<file path="src/rtl/enc_quad_frontend_if.sv">
// rtl/enc_quad_frontend_if.sv - encoder front-end signal bundle
interface enc_quad_frontend_if #(
  parameter int POS_W = 24
);
  logic             a_in;
  logic             b_in;
  logic             set_pos;
  logic [POS_W-1:0] set_val;
  logic             err_clr;
  logic             a_filt;
  logic             b_filt;
  logic             dir;
  logic [POS_W-1:0] pos;
  logic             step;
  logic             err;

  modport master (
    output a_in, b_in, set_pos, set_val, err_clr,
    input  a_filt, b_filt, dir, pos, step, err
  );

  modport slave (
    input  a_in, b_in, set_pos, set_val, err_clr,
    output a_filt, b_filt, dir, pos, step, err
  );
endinterface

</file>
<file path="src/rtl/enc_quad_frontend.sv">
// rtl/enc_quad_frontend.sv - quadrature encoder sync, glitch filter, 4x decode and position count
// Optional glitch filter: define ENC_FILTER_EN.
module enc_quad_frontend #(
  parameter int FILT_LEN = 4,
  parameter int POS_W    = 24
) (
  input logic                clk,
  input logic                reset,
  enc_quad_frontend_if.slave bus
);

  if (FILT_LEN < 1 || FILT_LEN > 15) begin : g_filt_len_chk
    $error("FILT_LEN must be in 1..15");
  end

  typedef enum logic {INIT, RUN} state_t;

  state_t           state_q;
  logic             a_s1_q, a_s_q, b_s1_q, b_s_q;
  logic             a_filt_q, b_filt_q;
  logic             a_filt_d, b_filt_d;
  logic [1:0]       prev_q;
  logic [1:0]       fill_q;
  logic             dir_q, step_q, err_q;
  logic [POS_W-1:0] pos_q;
  logic             init_done;

  always_ff @(posedge clk or posedge reset) begin
    if (reset) begin
      a_s1_q <= 1'b0;
      a_s_q  <= 1'b0;
      b_s1_q <= 1'b0;
      b_s_q  <= 1'b0;
    end else begin
      a_s1_q <= bus.a_in;
      a_s_q  <= a_s1_q;
      b_s1_q <= bus.b_in;
      b_s_q  <= b_s1_q;
    end
  end

`ifdef ENC_FILTER_EN
  localparam logic [3:0] FILT_M1 = 4'(FILT_LEN - 1);

  logic [3:0] fca_q, fcb_q, fca_d, fcb_d;
  logic [3:0] stab_q;
  logic [1:0] last_q;

  always_comb begin
    a_filt_d = a_filt_q;
    b_filt_d = b_filt_q;
    fca_d    = 4'd0;
    fcb_d    = 4'd0;
    if (a_s_q != a_filt_q) begin
      if (fca_q == FILT_M1) a_filt_d = a_s_q;
      else                  fca_d    = fca_q + 4'd1;
    end
    if (b_s_q != b_filt_q) begin
      if (fcb_q == FILT_M1) b_filt_d = b_s_q;
      else                  fcb_d    = fcb_q + 4'd1;
    end
  end

  assign init_done = fill_q[1] && ({a_s_q, b_s_q} == last_q) && (stab_q == FILT_M1);

  always_ff @(posedge clk or posedge reset) begin
    if (reset) begin
      fca_q  <= 4'd0;
      fcb_q  <= 4'd0;
      stab_q <= 4'd0;
      last_q <= 2'b00;
    end else begin
      fca_q <= fca_d;
      fcb_q <= fcb_d;
      if (state_q == INIT) begin
        last_q <= {a_s_q, b_s_q};
        if (fill_q[1]) begin
          if ({a_s_q, b_s_q} != last_q) stab_q <= 4'd0;
          else if (stab_q != FILT_M1)   stab_q <= stab_q + 4'd1;
        end
      end
    end
  end
`else
  assign a_filt_d  = a_s_q;
  assign b_filt_d  = b_s_q;
  assign init_done = fill_q[1];
`endif

  // Map the Gray sequence 00,10,11,01 onto 0..3 so direction is the sign of the phase delta.
  function automatic logic [1:0] phase(input logic [1:0] ab);
    case (ab)
      2'b00:   phase = 2'd0;
      2'b10:   phase = 2'd1;
      2'b11:   phase = 2'd2;
      default: phase = 2'd3;
    endcase
  endfunction

  logic [1:0] delta;
  logic       fwd, rev, bad;

  always_comb begin
    delta = phase({a_filt_q, b_filt_q}) - phase(prev_q);
    fwd   = (delta == 2'd1);
    rev   = (delta == 2'd3);
    bad   = (delta == 2'd2);
  end

  always_ff @(posedge clk or posedge reset) begin
    if (reset) begin
      state_q  <= INIT;
      a_filt_q <= 1'b0;
      b_filt_q <= 1'b0;
      prev_q   <= 2'b00;
      fill_q   <= 2'd0;
      dir_q    <= 1'b0;
      step_q   <= 1'b0;
      err_q    <= 1'b0;
      pos_q    <= '0;
    end else begin
      a_filt_q <= a_filt_d;
      b_filt_q <= b_filt_d;
      step_q   <= 1'b0;
      if (bus.set_pos) pos_q <= bus.set_val;
      if (bus.err_clr) err_q <= 1'b0;
      unique case (state_q)
        INIT: begin
          // Wait until the synchronizer holds live line values before seeding the decoder.
          if (!fill_q[1]) fill_q <= fill_q + 2'd1;
          if (init_done) begin
            a_filt_q <= a_s_q;
            b_filt_q <= b_s_q;
            prev_q   <= {a_s_q, b_s_q};
            state_q  <= RUN;
          end
        end
        RUN: begin
          prev_q <= {a_filt_q, b_filt_q};
          if (fwd) begin
            if (!bus.set_pos) pos_q <= pos_q + POS_W'(1);
            dir_q  <= 1'b1;
            step_q <= 1'b1;
          end else if (rev) begin
            if (!bus.set_pos) pos_q <= pos_q - POS_W'(1);
            dir_q  <= 1'b0;
            step_q <= 1'b1;
          end else if (bad) begin
            err_q <= 1'b1;
          end
        end
      endcase
    end
  end

  assign bus.a_filt = a_filt_q;
  assign bus.b_filt = b_filt_q;
  assign bus.dir    = dir_q;
  assign bus.pos    = pos_q;
  assign bus.step   = step_q;
  assign bus.err    = err_q;

endmodule
</file>
<file path="src/flat_wrapper.sv">
// flat-port wrapper written by rule: the top's interface ports become plain ports
module enc_quad_frontend_flat 
#(
  parameter int FILT_LEN = 4,
  parameter int POS_W    = 24
)
  (clk, reset, bus_a_in, bus_b_in, bus_set_pos, bus_set_val, bus_err_clr, bus_a_filt, bus_b_filt, bus_dir, bus_pos, bus_step, bus_err);
  enc_quad_frontend_if #(.POS_W(POS_W)) bus_i ();
  input logic clk;
  input logic reset;
  input wire logic [$bits(bus_i.a_in)-1:0] bus_a_in;
  input wire logic [$bits(bus_i.b_in)-1:0] bus_b_in;
  input wire logic [$bits(bus_i.set_pos)-1:0] bus_set_pos;
  input wire logic [$bits(bus_i.set_val)-1:0] bus_set_val;
  input wire logic [$bits(bus_i.err_clr)-1:0] bus_err_clr;
  output wire logic [$bits(bus_i.a_filt)-1:0] bus_a_filt;
  output wire logic [$bits(bus_i.b_filt)-1:0] bus_b_filt;
  output wire logic [$bits(bus_i.dir)-1:0] bus_dir;
  output wire logic [$bits(bus_i.pos)-1:0] bus_pos;
  output wire logic [$bits(bus_i.step)-1:0] bus_step;
  output wire logic [$bits(bus_i.err)-1:0] bus_err;
  assign bus_i.a_in = bus_a_in;
  assign bus_i.b_in = bus_b_in;
  assign bus_i.set_pos = bus_set_pos;
  assign bus_i.set_val = bus_set_val;
  assign bus_i.err_clr = bus_err_clr;
  assign bus_a_filt = bus_i.a_filt;
  assign bus_b_filt = bus_i.b_filt;
  assign bus_dir = bus_i.dir;
  assign bus_pos = bus_i.pos;
  assign bus_step = bus_i.step;
  assign bus_err = bus_i.err;
  enc_quad_frontend #(.FILT_LEN(FILT_LEN), .POS_W(POS_W)) u_core (.clk(clk), .reset(reset), .bus(bus_i));
endmodule
</file>
<file path="config.mk">
export PLATFORM = sky130hd
export DESIGN_NAME = enc_quad_frontend_flat
export DESIGN_NICKNAME = d
export VERILOG_FILES = /design/src/rtl/enc_quad_frontend_if.sv /design/src/rtl/enc_quad_frontend.sv /design/src/flat_wrapper.sv
export SDC_FILE = /design/constraint.sdc
export NUM_CORES = 1
export LEC_CHECK = 0
export ABC_AREA = 1
export ABC_CLOCK_PERIOD_IN_PS = 2190
export BUFFER_PORTS_ARGS = -buffer_cell sky130_fd_sc_hd__buf_2
export CELL_PAD_IN_SITES_DETAIL_PLACEMENT = 0
export CELL_PAD_IN_SITES_GLOBAL_PLACEMENT = 2
export CORE_MARGIN = 2
export CORE_UTILIZATION = 30
export CTS_CLUSTER_DIAMETER = 50
export DETAILED_ROUTE_END_ITERATION = 10
export PLACE_DENSITY = 0.81
export SETUP_SLACK_MARGIN = 0.15
export SYNTH_ARGS = -nofsm -noshare
export SYNTH_HDL_FRONTEND = slang
export SYNTH_SLANG_ARGS = --single-unit
</file>
<file path="constraint.sdc">
create_clock -name clk -period 2.19 [get_ports clk]
set_input_delay 0.1095 -clock clk [delete_from_list [all_inputs] [get_ports clk]]
set_output_delay 0.1095 -clock clk [all_outputs]
set_load 0.01 [all_outputs]
</file>
### Word level (Yosys, flattened, before mapping)

Cells that the tools add are included.

* bits in writable memories: 0
* register bits: 38
* word-level logic and storage cells: 56
* latch bits: 0
* output and inout port bits: 29
* memories kept: 0
* ROM bits: 0
* input port bits: 30

* divide/modulo/power cells: 0
* add/subtract/negate cells: 4
* $lt $le $gt $ge: 0
* shift operators: 0
* $mul: 0
* reductions and logical operators: 5
* muxes and demuxes: 23
* equal/unequal tests: 8
* bitwise gates (word level): 2

Operator list (number)
* $mux W24: 6
* $add A24 B1 Y24 const B: 1
* $sub A24 B1 Y24 const B: 1
* $eq A2 B2 Y1 const B: 6
* $mux W1: 12
* $pmux W2 S3: 2
* $logic_not A2 Y1: 2
* $mux W2: 2
* $pmux W2 S2: 1
* $reduce_and A2 Y1: 2
* $add A2 B1 Y2 const B: 1
* $eq A2 B1 Y1 const B: 1
* $ne A2 B1 Y1 const B: 1
* $not A1 Y1: 2
* $reduce_bool A2 Y1: 1
* $sub A2 B2 Y2: 1

### Longest topological paths before layout

Gate-level depths: netlist of the first run.

* depth in word-level cells: 8
* mapped depth: 15
* gate-level depth less buffers: 15

### Worst setup path after synthesis of the first run

No wires, ideal clock.

* path kind: register to register
* from: register u_core.b_filt_q, in the netlist u_core.bus.b_filt
* to: register u_core.pos_q[13], in the netlist u_core.bus.pos[13]
* clock period less this slack: 2.078 ns
* library setup time: 0.116 ns
* data required time: 2.074 ns
* slack: 0.112 ns
* arrival: 1.962 ns
* cell stages (with the launch flop): 12
* buffers on the path: 1
* path through: dfrtp_1 > ha_1 > ha_1 > inv_1 > nand3_2 > nor2_2 > buf_4 > nand3_1 > o21ai_0 > nand2_1 > nand2_1 > nand2_1

* longest elaborated chain between the ends: 7
* elaborated cells on any way between the ends: 10
* classes of those cells: add/sub (1); eq/ne (4); mux (4); reduce/logical (1)

Ends and longest elaborated chain
* start, declared: line enc_quad_frontend.sv:20 `logic a_filt_q, b_filt_q;`
* start signal, assigned: line enc_quad_frontend.sv:123 `b_filt_q <= b_filt_d;`
* start signal, assigned: line enc_quad_frontend.sv:133 `b_filt_q <= b_s_q;`
* $eq A2 B2 Y1 or $logic_not A2 Y1 (tied branches): line enc_quad_frontend.sv:92 `case (ab)`
* $pmux W2 S3 *: line enc_quad_frontend.sv:92
* $sub A2 B2 Y2 *: line enc_quad_frontend.sv:104 `delta = phase({a_filt_q, b_filt_q}) - phase(prev_q);`
* $eq A2 B2 Y1: line enc_quad_frontend.sv:106 `rev = (delta == 2'd3);`
* $mux W24: line enc_quad_frontend.sv:144 `end else if (rev) begin`
* $mux W24 *: line enc_quad_frontend.sv:140 `if (fwd) begin`
* $mux W24 *: line enc_quad_frontend.sv:127 `unique case (state_q)`
* end signal, assigned: line enc_quad_frontend.sv:125 `if (bus.set_pos) pos_q <= bus.set_val;`
* end signal, assigned: line enc_quad_frontend.sv:141 `if (!bus.set_pos) pos_q <= pos_q + POS_W'(1);`
* end signal, assigned: line enc_quad_frontend.sv:145 `if (!bus.set_pos) pos_q <= pos_q - POS_W'(1);`
* end, declared: line enc_quad_frontend.sv:25 `logic [POS_W-1:0] pos_q;`

Mark *: on every way between the ends. The rest lies on a longest branch, timed or not.
A chain may end at the register's enable or synchronous reset.

### Worst setup path after layout of the first run

* from: register u_core.prev_q[1]
* to: register u_core.pos_q[21], in the netlist u_core.bus.pos[21]

* longest elaborated chain between the ends: 7
* elaborated cells on any way between the ends: 10
* classes of those cells: add/sub (1); eq/ne (4); mux (4); reduce/logical (1)

Ends and longest elaborated chain
* start, declared: line enc_quad_frontend.sv:22 `logic [1:0] prev_q;`
* start signal, assigned: line enc_quad_frontend.sv:134 `prev_q <= {a_s_q, b_s_q};`
* start signal, assigned: line enc_quad_frontend.sv:139 `prev_q <= {a_filt_q, b_filt_q};`
* $eq A2 B2 Y1 or $logic_not A2 Y1 (tied branches): line enc_quad_frontend.sv:92
* $pmux W2 S3 *: line enc_quad_frontend.sv:92
* $sub A2 B2 Y2 *: line enc_quad_frontend.sv:104
* $eq A2 B2 Y1: line enc_quad_frontend.sv:106
* $mux W24: line enc_quad_frontend.sv:144
* $mux W24 *: line enc_quad_frontend.sv:140
* $mux W24 *: line enc_quad_frontend.sv:127

Marks and branches as above.

==> key figures, run 1 <==
Run status
  – Outcome: complete, but fails checks
  – Failing checks: design-rule violations

STA
  – Hold Vio Cnt, Final: 0
  – Fmax: 489 MHz
  – Final Slew Violations: 0
  – Tmin final: slightly above 2 ns
  – RSZ-0062 raised after global routing: yes
  – Worst Skew: roughly 0.0057 ns
  – Rel. slew slack: between 50% and 60%
  – Final count of negative-setup-slack endpoints: 0
  – Setup TNS: 0 ns
  – Fin crit share: just over 90%
  – Worst hold margin: approximately 0.021 ns
  – Worst Tran Pin Value: between 0.6 and 0.7 ns

Yosys
  – Post-synthesis sequential area ratio: 26.7%
  – Yosys top cell area share: approximately a quarter
  – Mapped Cells: 569
  – Synth async-reset ratio: between 90% and 100%
  – Most frequent cells after synthesis: nand2_1 (161), nor2_1 (77), inv_1 (68)
  – Netlist cell types: 38
  – Post-synth top flop: dfrtp_1
  – Synthesized area per cell: roughly 6.3 µm²
  – Synth area leaders: dfrtp_1 (27%), nand2_1 (17%), nand3_1 (9.4%)
  – Count leader, synth: nand2_1
  – Synth Cell Area: approximately 3600 µm²
  – Synthesis Warnings: 0
  – Largest area contributor in the netlist: dfrtp_1
  – Syn Nets: ~610
  – Post-synthesis register bit count: 38
  – Post-synth EDFFs: 0

Run
  – Max-cap violation count: 0

Global routing
  – Global-route wire length before repair: about 20 mm
  – Initial antenna violation count: 0
  – Largest net degree at the start of global routing: 30
  – Gr ovfl total: 0
  – Gr usage total: between 10% and 20%
  – Vias in the first global route: ~3700

Die
  – Die height: 113 µm
  – Die area: about 13000 µm²
  – Initial Utilization: 31.0%
  – I/O pin count: 59
  – FP Rows: 39
  – Die Width: 113 µm
  – Core area: around 12000 µm²

Setup path
  – WP data required: 2.41 ns
  – WP data arrival: about 2.3 ns
  – Crit start category: register
  – CP Class: register to register
  – CP Capture Type: register
  – CP max FO: 7

Final layout
  – Ant diodes: 0
  – Nets@finish: 688
  – P&R area growth vs syn: 31.3%
  – Layout cells sized above 1: 27.3%
  – Fillers: around 1300

Placed design
  – Hpwl dp: 9.15 mm
  – Port bufs: between 50 and 60
  – Routability cong.: around 0.84

Drt
  – # DRC: 2
  – Post-route ant nets: 0
  – Routed length per instance: 16.0 µm
  – Initial DRC Count: 348
  – Total Wirelength: 12.7 mm
  – Vias per cell: a little under 5
  – First-pass DRT Iterations: 8
  – Vias: around 3900

CTS
  – H-tree level count: 2
  – Root cell of the clock tree: clkbuf_16
  – Clock Sink Count: 38
  – Clock buffer count from CTS: 5
  – CTS tree: yes
  – Clk slew on worst S/H paths: roughly 0.070 ns
  – Clk buf depth: 2
  – Later-pin clock latency in the skew report: approximately 0.29 ns

Min path
  – Path category of the worst min-delay check: primary input to register

Power and ir drop
  – Worst vdd ir: 0.497 mV
  – Power density cells: ~790 nW/µm²
  – Leak: ~2.3 nW
==> layout by cell type (no fill, tap or decap), drive strengths merged, types with 5 or more instances in the layout <==
master,n
xor2,6
dfrtp,38
nand2,168
a21oi,25
o21ai,35
nand4,14
clkbuf,5
buf,88
nor2,91
ha,7
inv,73
nor3,6
nand3,74
==> routing by layer <==
metal  up-vias  global-route usage [%]  share of wire, %
met5         -                       0                 0
met4         0                    3.82              0.79
met3         7                    3.05               5.6
met2       111                    32.6                47
met1      1822                    27.6                46
li1       1996                       -                 -
==> cell type report <==
cell class                 instances  area (µm²)  share of cell area [%]
clock buffer                       5         125                    2.67
sequential                        38         952                    20.3
inverter                          74         285                    6.09
multi-input combinational        440        2440                    52.2
timing repair buffer              92         629                    13.4
clock inverter                     3        68.8                    1.47
tap                              143         179                    3.82
==> cells by family (layout without fill, tap and decap cells) <==
family | after synthesis | in the layout | share of synthesized area [%]
xor+xnor | 6 | 6 | 1.47
mux | 1 | 1 | 0.281
buf+inv | 92 | 174 | 11.2
flops | 38 | 38 | 26.7
simple gates | 352 | 353 | 46.1
fa+ha+maj | 7 | 7 | 2.46
compound gates | 73 | 73 | 11.9
==> critical path, stage by stage (launching register included) <==
cell,delay [ns]
dfrtp_1,0.39
inv_2,0.09
ha_4,0.21
inv_4,0.06
ha_4,0.14
inv_2,0.05
nand2_2,0.07
nand2_2,0.05
nand2_2,0.09
nand2_4,0.11
nor2_8,0.21
buf_12,0.16
nand2_4,0.04
nor2_2,0.10
nor2_1,0.05
a21oi_1,0.14
==> worst paths after layout <==
check                                  from                  to  slack (ns)  cells after the start
max reg2reg                u_core.prev_q[1]  u_core.bus.pos[21]        0.14                     15
max                        u_core.prev_q[1]  u_core.bus.pos[21]        0.14                     15
max in group asynchronous             reset   u_core.bus.pos[1]        1.23                      4
min reg2reg                   u_core.b_s1_q     u_core.b_filt_d        0.35                      0
min                          bus_set_val[2]   u_core.bus.pos[2]        0.02                      3
min in group asynchronous             reset  u_core.bus.pos[20]        0.36                      3
==> registers in the layout, indices dropped and copies added (netlist names) <==
name,cells
u_core.prev_q,2
u_core.a_filt_d,1
u_core.bus.pos,24
u_core.bus.a_filt,1
u_core.bus.err,1
u_core.b_s1_q,1
u_core.a_s1_q,1
u_core.bus.b_filt,1
u_core.b_filt_d,1
u_core.state_q,1
u_core.bus.dir,1
u_core.bus.step,1
u_core.fill_q,2
==> per-stage QoR <==
stage / worst slack (ns) / total power, mW / instance area (µm²) / util, % / std cells
floorplan: 0.159 / 2.00 / 3570 / - / 569
global placement: 0.0836 / 2.54 / 4110 / 35.7 / 771
detailed placement: 0.00722 / 2.55 / 4110 / 35.7 / 771
CTS: 0.158 / 3.59 / 4390 / 38.1 / 786
global route: 0.0679 / 3.95 / 4680 / 40.7 / 795
finish: 0.143 / 3.70 / 4680 / 40.7 / 795
==> power by group <==
| group | switching, mW | internal [mW] | total (mW) |
|---|---|---|---|
| logic | 0.949 | 0.613 | 1.56 |
| clock network | 0.343 | 0.656 | 0.999 |
| registers | 0.296 | 0.842 | 1.14 |
==> repair_timing <==
item / in CTS / in global routing
setup buffers: 3 / 8
gates cloned: 0 / 1
resized for setup: 6 / 57
setup endpoints to repair: 18 / 23
pin swaps: 1 / 29
endpoints found under the hold margin: 14 / 0
hold buffers: 4 / 0
(Power assumes the default switching activity.)
==> run 2, diff against run 1 <==
--- a/config.mk
+++ b/config.mk
@@ -5,7 +5,7 @@
 export SDC_FILE = /design/constraint.sdc
 export NUM_CORES = 1
 export LEC_CHECK = 0
-export ABC_AREA = 1
+export ABC_AREA = 0
 export ABC_CLOCK_PERIOD_IN_PS = 2190
 export BUFFER_PORTS_ARGS = -buffer_cell sky130_fd_sc_hd__buf_2
 export CELL_PAD_IN_SITES_DETAIL_PLACEMENT = 0
@@ -14,7 +14,7 @@
 export CORE_UTILIZATION = 30
 export CTS_CLUSTER_DIAMETER = 50
 export DETAILED_ROUTE_END_ITERATION = 10
-export PLACE_DENSITY = 0.81
+export PLACE_DENSITY = 0.75
 export SETUP_SLACK_MARGIN = 0.15
 export SYNTH_ARGS = -nofsm -noshare
 export SYNTH_HDL_FRONTEND = slang
==> run 2 against run 1 <==
The flow finishes with violations (negative setup slack). Clock skew grew 0.0082 ns. Register-to-register slack lost 0.42 ns. Synthesized area shrank 24%. Largest cell class unchanged.
==> key figures, run 2 <==
Placed design
  – Port bufs: 58 (unchanged)
  – Hpwl dp: 6.46 mm (-29%)
  – Placed instance count: 509 (-34%)
  – Routability cong.: 0.884 (+5.1%)
  – DP Area: 3550 µm² (-14%)
  – Setup slack at placement: -0.381 ns (-0.389 ns)

Final layout
  – Commonest cells after routing, fill and taps aside: buf_2 (58), buf_4 (54), dfrtp_1 (35)
  – Fillers: 833 (-33%)
  – Layout cells sized above 1: 51.4% (+24 points)
  – P&R area growth vs syn: 62.7%
  – Nets@finish: 468 (-32%)
  – Most common cell after layout, fill and taps aside: buf_2
  – Largest register FFs: 24 (unchanged)
  – Fin area: 4430 µm² (-5.4%)
  – Non-filler cells, final: 540 (-32%)
  – Util after Layout: 50.5% (+9.9 points)
  – Ant diodes: 0 (unchanged)

Die
  – Die area: 9850 µm² (-23%)
  – Initial Utilization: 31.1% (+0.10 points)
  – Die Width: 99.3 µm (-12%)
  – FP Rows: 34 (-13%)
  – Die height: 99.3 µm (-12%)
  – Core area: 8760 µm² (-24%)
  – I/O pin count: 59 (unchanged)

Global routing
  – Vias in the first global route: 2855 (-23%)
  – Global-route wire length before repair: 14.9 mm (-25%)
  – Initial antenna violation count: 0 (unchanged)
  – Gr ovfl total: 0 (unchanged)
  – Gr usage total: 19.1% (-0.63 points)
  – Largest net degree at the start of global routing: 39 (+30%)

CTS
  – CTS tree: yes
  – Clock Sink Count: 38 (unchanged)
  – H-tree level count: 2 (unchanged)
  – Root cell of the clock tree: clkbuf_8
  – Clk slew on worst S/H paths: 0.09 ns (+0.02 ns)
  – Clock buffer count from CTS: 5 (unchanged)
  – Later-pin clock latency in the skew report: 0.31 ns (+0.02 ns)
  – Clk buf depth: 2 (unchanged)

STA
  – Setup TNS: -1.98 ns (-1.98 ns)
  – Tmin final: 2.46 ns (+0.418 ns)
  – Rel. slew slack: 57.5% (+0.29 points)
  – RSZ-0062 raised after global routing: yes
  – Worst Skew: 0.0139 ns (+0.00818 ns)
  – Worst Tran Pin Value: 0.638 ns (-0.000411 ns)
  – Fmax: 406 MHz (-17%)
  – Hold Vio Cnt, Final: 0 (unchanged)
  – Fin worst setup slack: -0.275 ns (-0.418 ns)
  – Final Slew Violations: 0 (unchanged)
  – Worst hold margin: 0.0160 ns (-0.00536 ns)
  – Fin crit share: 113% (+19 points)
  – Final count of negative-setup-slack endpoints: 18 (+18)

Run status
  – Failing checks: negative setup slack
  – Outcome: complete, but fails checks

Setup path
  – CP Class: register to register
  – Slowest CP cell: or4_4
  – Max incr delay on CP: 0.49 ns (+0.10 ns)
  – Crit start category: register
  – CP max FO: 3 (-4)
  – R2R cell count: 9 (-6)
  – CP dominant cell by count: ha_4
  – CP Capture Type: register
  – CP Depth: 9 (-6)
  – Top cell family by delay on the critical path: compound AO/OA/AOI/OAI gates
  – Critical Path, Cell by Cell: ha_4, inv_2, ha_4, o21a_1, or4_4, buf_6, a2111o_1, o32ai_2, mux2i_1
  – WP data arrival: 2.70 ns (+0.43 ns)
  – CP Buf/Inv Count: 2 (-2)
  – WP data required: 2.42 ns (about the same)

Yosys
  – Largest area contributor in the netlist: dfrtp_1
  – Mapped Cells: 305 (-46%)
  – Count leader, synth: dfrtp_1
  – Syn Nets: 342 (-44%)
  – Synth Cell Area: 2720 µm² (-24%)
  – Synth area leaders: dfrtp_1 (35%), mux2i_1 (11%), nor4_1 (4.4%)
  – Yosys top cell area share: 34.9% (+8.3 points)
  – Synthesized area per cell: 8.93 µm² (+42%)
  – Post-synthesis register bit count: 38 (unchanged)
  – Synth async-reset ratio: 100% (unchanged)
  – Synthesis Warnings: 0 (unchanged)
  – Post-synth top flop: dfrtp_1
  – Post-synthesis sequential area ratio: 34.9% (+8.3 points)
  – Most frequent cells after synthesis: dfrtp_1 (38), mux2i_1 (29), nand2_1 (23)
  – Post-synth EDFFs: 0 (unchanged)
  – Netlist cell types: 58 (+53%)

Drt
  – Routed length per instance: 17.3 µm (+8.0%)
  – Initial DRC Count: 118 (-66%)
  – Post-route ant nets: 0 (unchanged)
  – Total Wirelength: 9.32 mm (-27%)
  – # DRC: 0 (-2)
  – Vias: 2880 (-27%)
  – Vias per cell: 5.33 (+7.7%)
  – First-pass DRT Iterations: 4 (-4)

Power and ir drop
  – Tot Pwr: 3.07 mW (-17%)
  – Worst vdd ir: 0.307 mV (-38%)
  – P_int: 1.95 mW (-7.7%)
  – Comb pwr share: 45.2% (+3.0 points)
  – Leak: 1.94 nW (-14%)
  – Sequential Power Share: 30.5% (-0.3 points)
  – Sw Share: 36.4% (-6.5 points)
  – Power density cells: 692 nW/µm² (-12%)
  – Clock share of power: 24.3% (-2.7 points)
  – NetSw: 1.12 mW (-30%)

Run
  – Max-cap violation count: 0 (unchanged)

Min path
  – Hold-critical path depth: 3 (unchanged)
  – Path category of the worst min-delay check: primary input to register
run 2: cell types whose count changed in the layout (fill, tap and decap cells not counted), moves of 8 or more:
| cell | before | now |
|---|---|---|
| mux2i_1 | 1 | 27 |
| nand2_2 | 16 | 1 |
| inv_1 | 61 | 12 |
| a21oi_1 | 20 | 2 |
| buf_4 | 22 | 54 |
| buf_6 | 3 | 16 |
| nand2_1 | 147 | 21 |
| nor2_4 | 11 | 3 |
| nor2_1 | 72 | 14 |
| nand3_1 | 61 | 9 |
| o21ai_0 | 23 | 7 |
run 2: worst paths after layout:
| kind | slack (ns) | end | startpoint |
|---|---|---|---|
| max in group asynchronous | 1.34 | u_core.bus.pos[12] | reset |
| min in group asynchronous | 0.46 | u_core.bus.err | reset |
| hold reg to reg | 0.35 | u_core.a_filt_d | u_core.a_s1_q |
| setup / recovery | -0.27 | u_core.bus.pos[18] | u_core.prev_q[0] |
| setup reg to reg | -0.27 | u_core.bus.pos[18] | u_core.prev_q[0] |
| hold / removal | 0.02 | u_core.bus.pos[8] | bus_set_val[8] |
run 2: routing by layer:
metal  up-vias  GRT usage, %  wire (µm)
li1       1399             -          -
met1      1390          25.5       4150
met2        79          32.0       4630
met3        12          3.09        393
met4         0          5.58        153
met5         -             0          0
run 2: worst min-delay path: stages:
cell     delay [ns]
buf_2          0.08
nand2_1        0.04
o21ai_1        0.06
run 2: final cells by class:
cell class	instances	area, µm²	area share (%)
repair buffers	140	1050	23.7
inverters	16	65.1	1.47
multi-input cells	230	2090	47.1
well taps	108	135	3.05
clock inverters	3	68.8	1.55
clock buffers	5	68.8	1.55
flip-flops and latches	38	955	21.6
run 2: repair_timing:
item                                    4_1_cts  5_1_grt
hold buffers                                  5        0
gates cloned                                  0        0
endpoints found under the setup margin       25       25
resized for setup                            72       34
setup buffers                                 9        9
pin swaps                                    30       17
endpoints found under the hold margin        42        0
run 2: cell families after synthesis:
kind of cell    share of synthesized area (%)
compound gates                           15.0
xor+xnor                                 3.95
fa+ha+maj                                3.22
buf+inv                                  5.70
flops                                    34.9
mux                                      11.1
simple gates                             26.1
run 2: power by group through the flow:
| stage | clock (mW) | combinational, mW | sequential, mW |
|---|---|---|---|
| floorplan | 0 | 0.567 | 0.959 |
| global placement | 0 | 0.996 | 0.942 |
| detailed placement | 0 | 1.00 | 0.942 |
| CTS | 0.768 | 1.25 | 0.931 |
| global route | 0.799 | 1.49 | 0.956 |
| finish | 0.744 | 1.39 | 0.935 |
==> run 3, diff against run 2 <==
--- a/config.mk
+++ b/config.mk
@@ -15,6 +15,7 @@
 export CTS_CLUSTER_DIAMETER = 50
 export DETAILED_ROUTE_END_ITERATION = 10
 export PLACE_DENSITY = 0.75
+export RECOVER_POWER = 50
 export SETUP_SLACK_MARGIN = 0.15
 export SYNTH_ARGS = -nofsm -noshare
 export SYNTH_HDL_FRONTEND = slang
==> run 3 against run 2 <==
The run still ends with negative setup slack left. Die area unchanged. Cell count unchanged. Worst hold slack unchanged. Largest cell class unchanged. Largest power group unchanged.
==> key figures, run 3 (synthesis gave the netlist of run 2 again) <==
Setup path
  – CP dominant cell by count: ha_4
  – Slowest CP cell: or4_4
  – WP data arrival: 2.70 ns (about the same)
  – Max incr delay on CP: 0.49 ns (about the same)
  – Crit path launch: u_core.prev_q[0]
  – Crit start category: register
  – Reg-to-Reg Start: u_core.prev_q[0]
  – Critical R2R Capture: u_core.bus.pos[18]
  – CP Capture Point: u_core.bus.pos[18]
  – CP Buf/Inv Count: 2 (unchanged)
  – CP Depth: 9 (unchanged)
  – CP max FO: 3 (unchanged)
  – CP Class: register to register
  – WP data required: 2.42 ns (about the same)
  – CP Capture Type: register
  – Critical Path, Cell by Cell: ha_4, inv_2, ha_4, o21a_1, or4_4, buf_6, a2111o_1, o32ai_2, mux2i_1
  – Flop2flop setup slack: -0.27 ns (about the same)
  – Top cell family by delay on the critical path: compound AO/OA/AOI/OAI gates
  – R2R cell count: 9 (unchanged)

Power and ir drop
  – Power density cells: 693 nW/µm² (about the same)
  – Sw Share: 36.4% (about the same)
  – Comb pwr share: 45.2% (about the same)
  – Clock share of power: 24.3% (about the same)
  – NetSw: 1.12 mW (about the same)
  – Sequential Power Share: 30.5% (about the same)
  – P_int: 1.95 mW (about the same)
  – Leak: 1.94 nW (-0.18%)
  – Worst vdd ir: 0.307 mV (about the same)

STA
  – Rel. slew slack: 33.5% (-24 points)
  – Worst Skew: 0.0139 ns (unchanged)
  – Hold Vio Cnt, Final: 0 (unchanged)
  – Tmin final: 2.46 ns (unchanged)
  – Worst hold margin: 0.0160 ns (unchanged)
  – Fmax: 406 MHz (unchanged)
  – Fin crit share: 113% (unchanged)
  – Final Slew Violations: 0 (unchanged)
  – Setup TNS: -1.98 ns (unchanged)
  – Final count of negative-setup-slack endpoints: 18 (unchanged)
  – Fin worst setup slack: -0.275 ns (unchanged)
  – Worst Tran Pin Value: 0.998 ns (+0.361 ns)
  – RSZ-0062 raised after global routing: yes

Placed design
  – Routability cong.: 0.884 (unchanged)
  – Port bufs: 58 (unchanged)
  – DP Area: 3550 µm² (unchanged)
  – Setup slack at placement: -0.381 ns (unchanged)
  – Hpwl dp: 6.46 mm (unchanged)

Die
  – Initial Utilization: 31.1% (unchanged)
  – Core area: 8760 µm² (unchanged)
  – Die area: 9850 µm² (unchanged)
  – FP Rows: 34 (unchanged)
  – Die Width: 99.3 µm (unchanged)
  – Die height: 99.3 µm (unchanged)
  – I/O pin count: 59 (unchanged)

Final layout
  – Area of the multi-input gates: 2090 µm² (unchanged)
  – P&R area growth vs syn: 62.5% (about the same)
  – Ant diodes: 0 (unchanged)
  – Layout cells sized above 1: 51.2% (-0.23 points)
  – Fillers: 835 (+0.24%)
  – Commonest cells after routing, fill and taps aside: buf_2 (57), buf_4 (53), dfrtp_1 (35)
  – Fin area: 4430 µm² (about the same)
  – Nets@finish: 468 (unchanged)
  – Largest register FFs: 24 (unchanged)
  – Most common cell after layout, fill and taps aside: buf_2
  – Register area: 955 µm² (unchanged)

Drt
  – Vias: 2880 (unchanged)
  – Routed length per instance: 17.3 µm (unchanged)
  – Total Wirelength: 9.32 mm (unchanged)
  – # DRC: 0 (unchanged)
  – Post-route ant nets: 0 (unchanged)
  – First-pass DRT Iterations: 4 (unchanged)
  – Vias per cell: 5.33 (unchanged)
  – Initial DRC Count: 118 (unchanged)

Min path
  – Path category of the worst min-delay check: primary input to register

CTS
  – Root cell of the clock tree: clkbuf_8
  – Clock Sink Count: 38 (unchanged)
  – Clk buf depth: 2 (unchanged)
  – Clk slew on worst S/H paths: 0.09 ns (about the same)
  – H-tree level count: 2 (unchanged)
  – Later-pin clock latency in the skew report: 0.31 ns (about the same)
  – Clock buffer count from CTS: 5 (unchanged)
  – CTS tree: yes

Global routing
  – Vias in the first global route: 2855 (unchanged)
  – Global-route wire length before repair: 14.9 mm (unchanged)
  – Gr ovfl total: 0 (unchanged)
  – Largest net degree at the start of global routing: 39 (unchanged)
  – Gr usage total: 19.1% (unchanged)
  – Initial antenna violation count: 0 (unchanged)

Run status
  – Failing checks: negative setup slack
  – Outcome: complete, but fails checks

Run
  – Max-cap violation count: 0 (unchanged)
==> run 3: worst min-delay path, cell delays in order <==
cell and delay [ns]:
buf_2 0.08, nand2_1 0.04, o21ai_1 0.06
==> run 3: layout make-up <==
type | instances | share of cell area, %
multi-input cells | 230 | 47.1
repair buffers | 140 | 23.7
well taps | 108 | 3.05
inverters | 16 | 1.47
clock inverters | 3 | 1.55
clock buffers | 5 | 1.55
flip-flops and latches | 38 | 21.6
==> run 3: power by group through the flow <==
stage	Sequential (mW)	Combinational (mW)	Clock, mW
4_1_cts	0.931	1.25	0.768
3_3_place_gp	0.942	0.996	0
2_1_floorplan	0.959	0.567	0
3_5_place_dp	0.942	1.00	0
5_1_grt	0.956	1.49	0.799
6_report	0.935	1.39	0.744
==> run 3: worst min-delay path by stage <==
stage                   start                end  slack (ns)  depth (start not counted)
6_report       bus_set_val[8]  u_core.bus.pos[8]        0.02                          3
3_5_place_dp         bus_a_in      u_core.a_s1_q        0.22                          1
3_3_place_gp         bus_a_in      u_core.a_s1_q        0.22                          1
2_1_floorplan        bus_a_in      u_core.a_s1_q        0.14                          0
4_1_cts        bus_set_val[8]  u_core.bus.pos[8]       0.004                          3
5_1_grt        bus_set_val[8]  u_core.bus.pos[8]        0.01                          3
==> run 3: routing by layer <==
| layer | vias up | routed length, µm | GRT usage [%] |
|---|---|---|---|
| met5 | - | 0 | 0 |
| met4 | 0 | 153 | 5.58 |
| met3 | 12 | 393 | 3.09 |
| met2 | 79 | 4630 | 32.0 |
| met1 | 1390 | 4150 | 25.5 |
| li1 | 1399 | - | - |
==> run 3: stage by stage <==
step,utilization [%],power (mW),std cells
finish,50.5,3.07,540
global route,50.5,3.25,540
CTS,47.8,2.95,531
detailed placement,40.5,1.94,509
global placement,40.5,1.94,509
floorplan,-,1.53,305
==> run 3: what timing repair did <==
item | CTS | global route
setup endpoints to repair | 25 | 25
gates resized for setup | 72 | 34
endpoints found under the hold margin | 42 | 0
buffers inserted | 9 | 9
pin swaps | 30 | 17
cloned | 0 | 0
hold buffers | 5 | 0
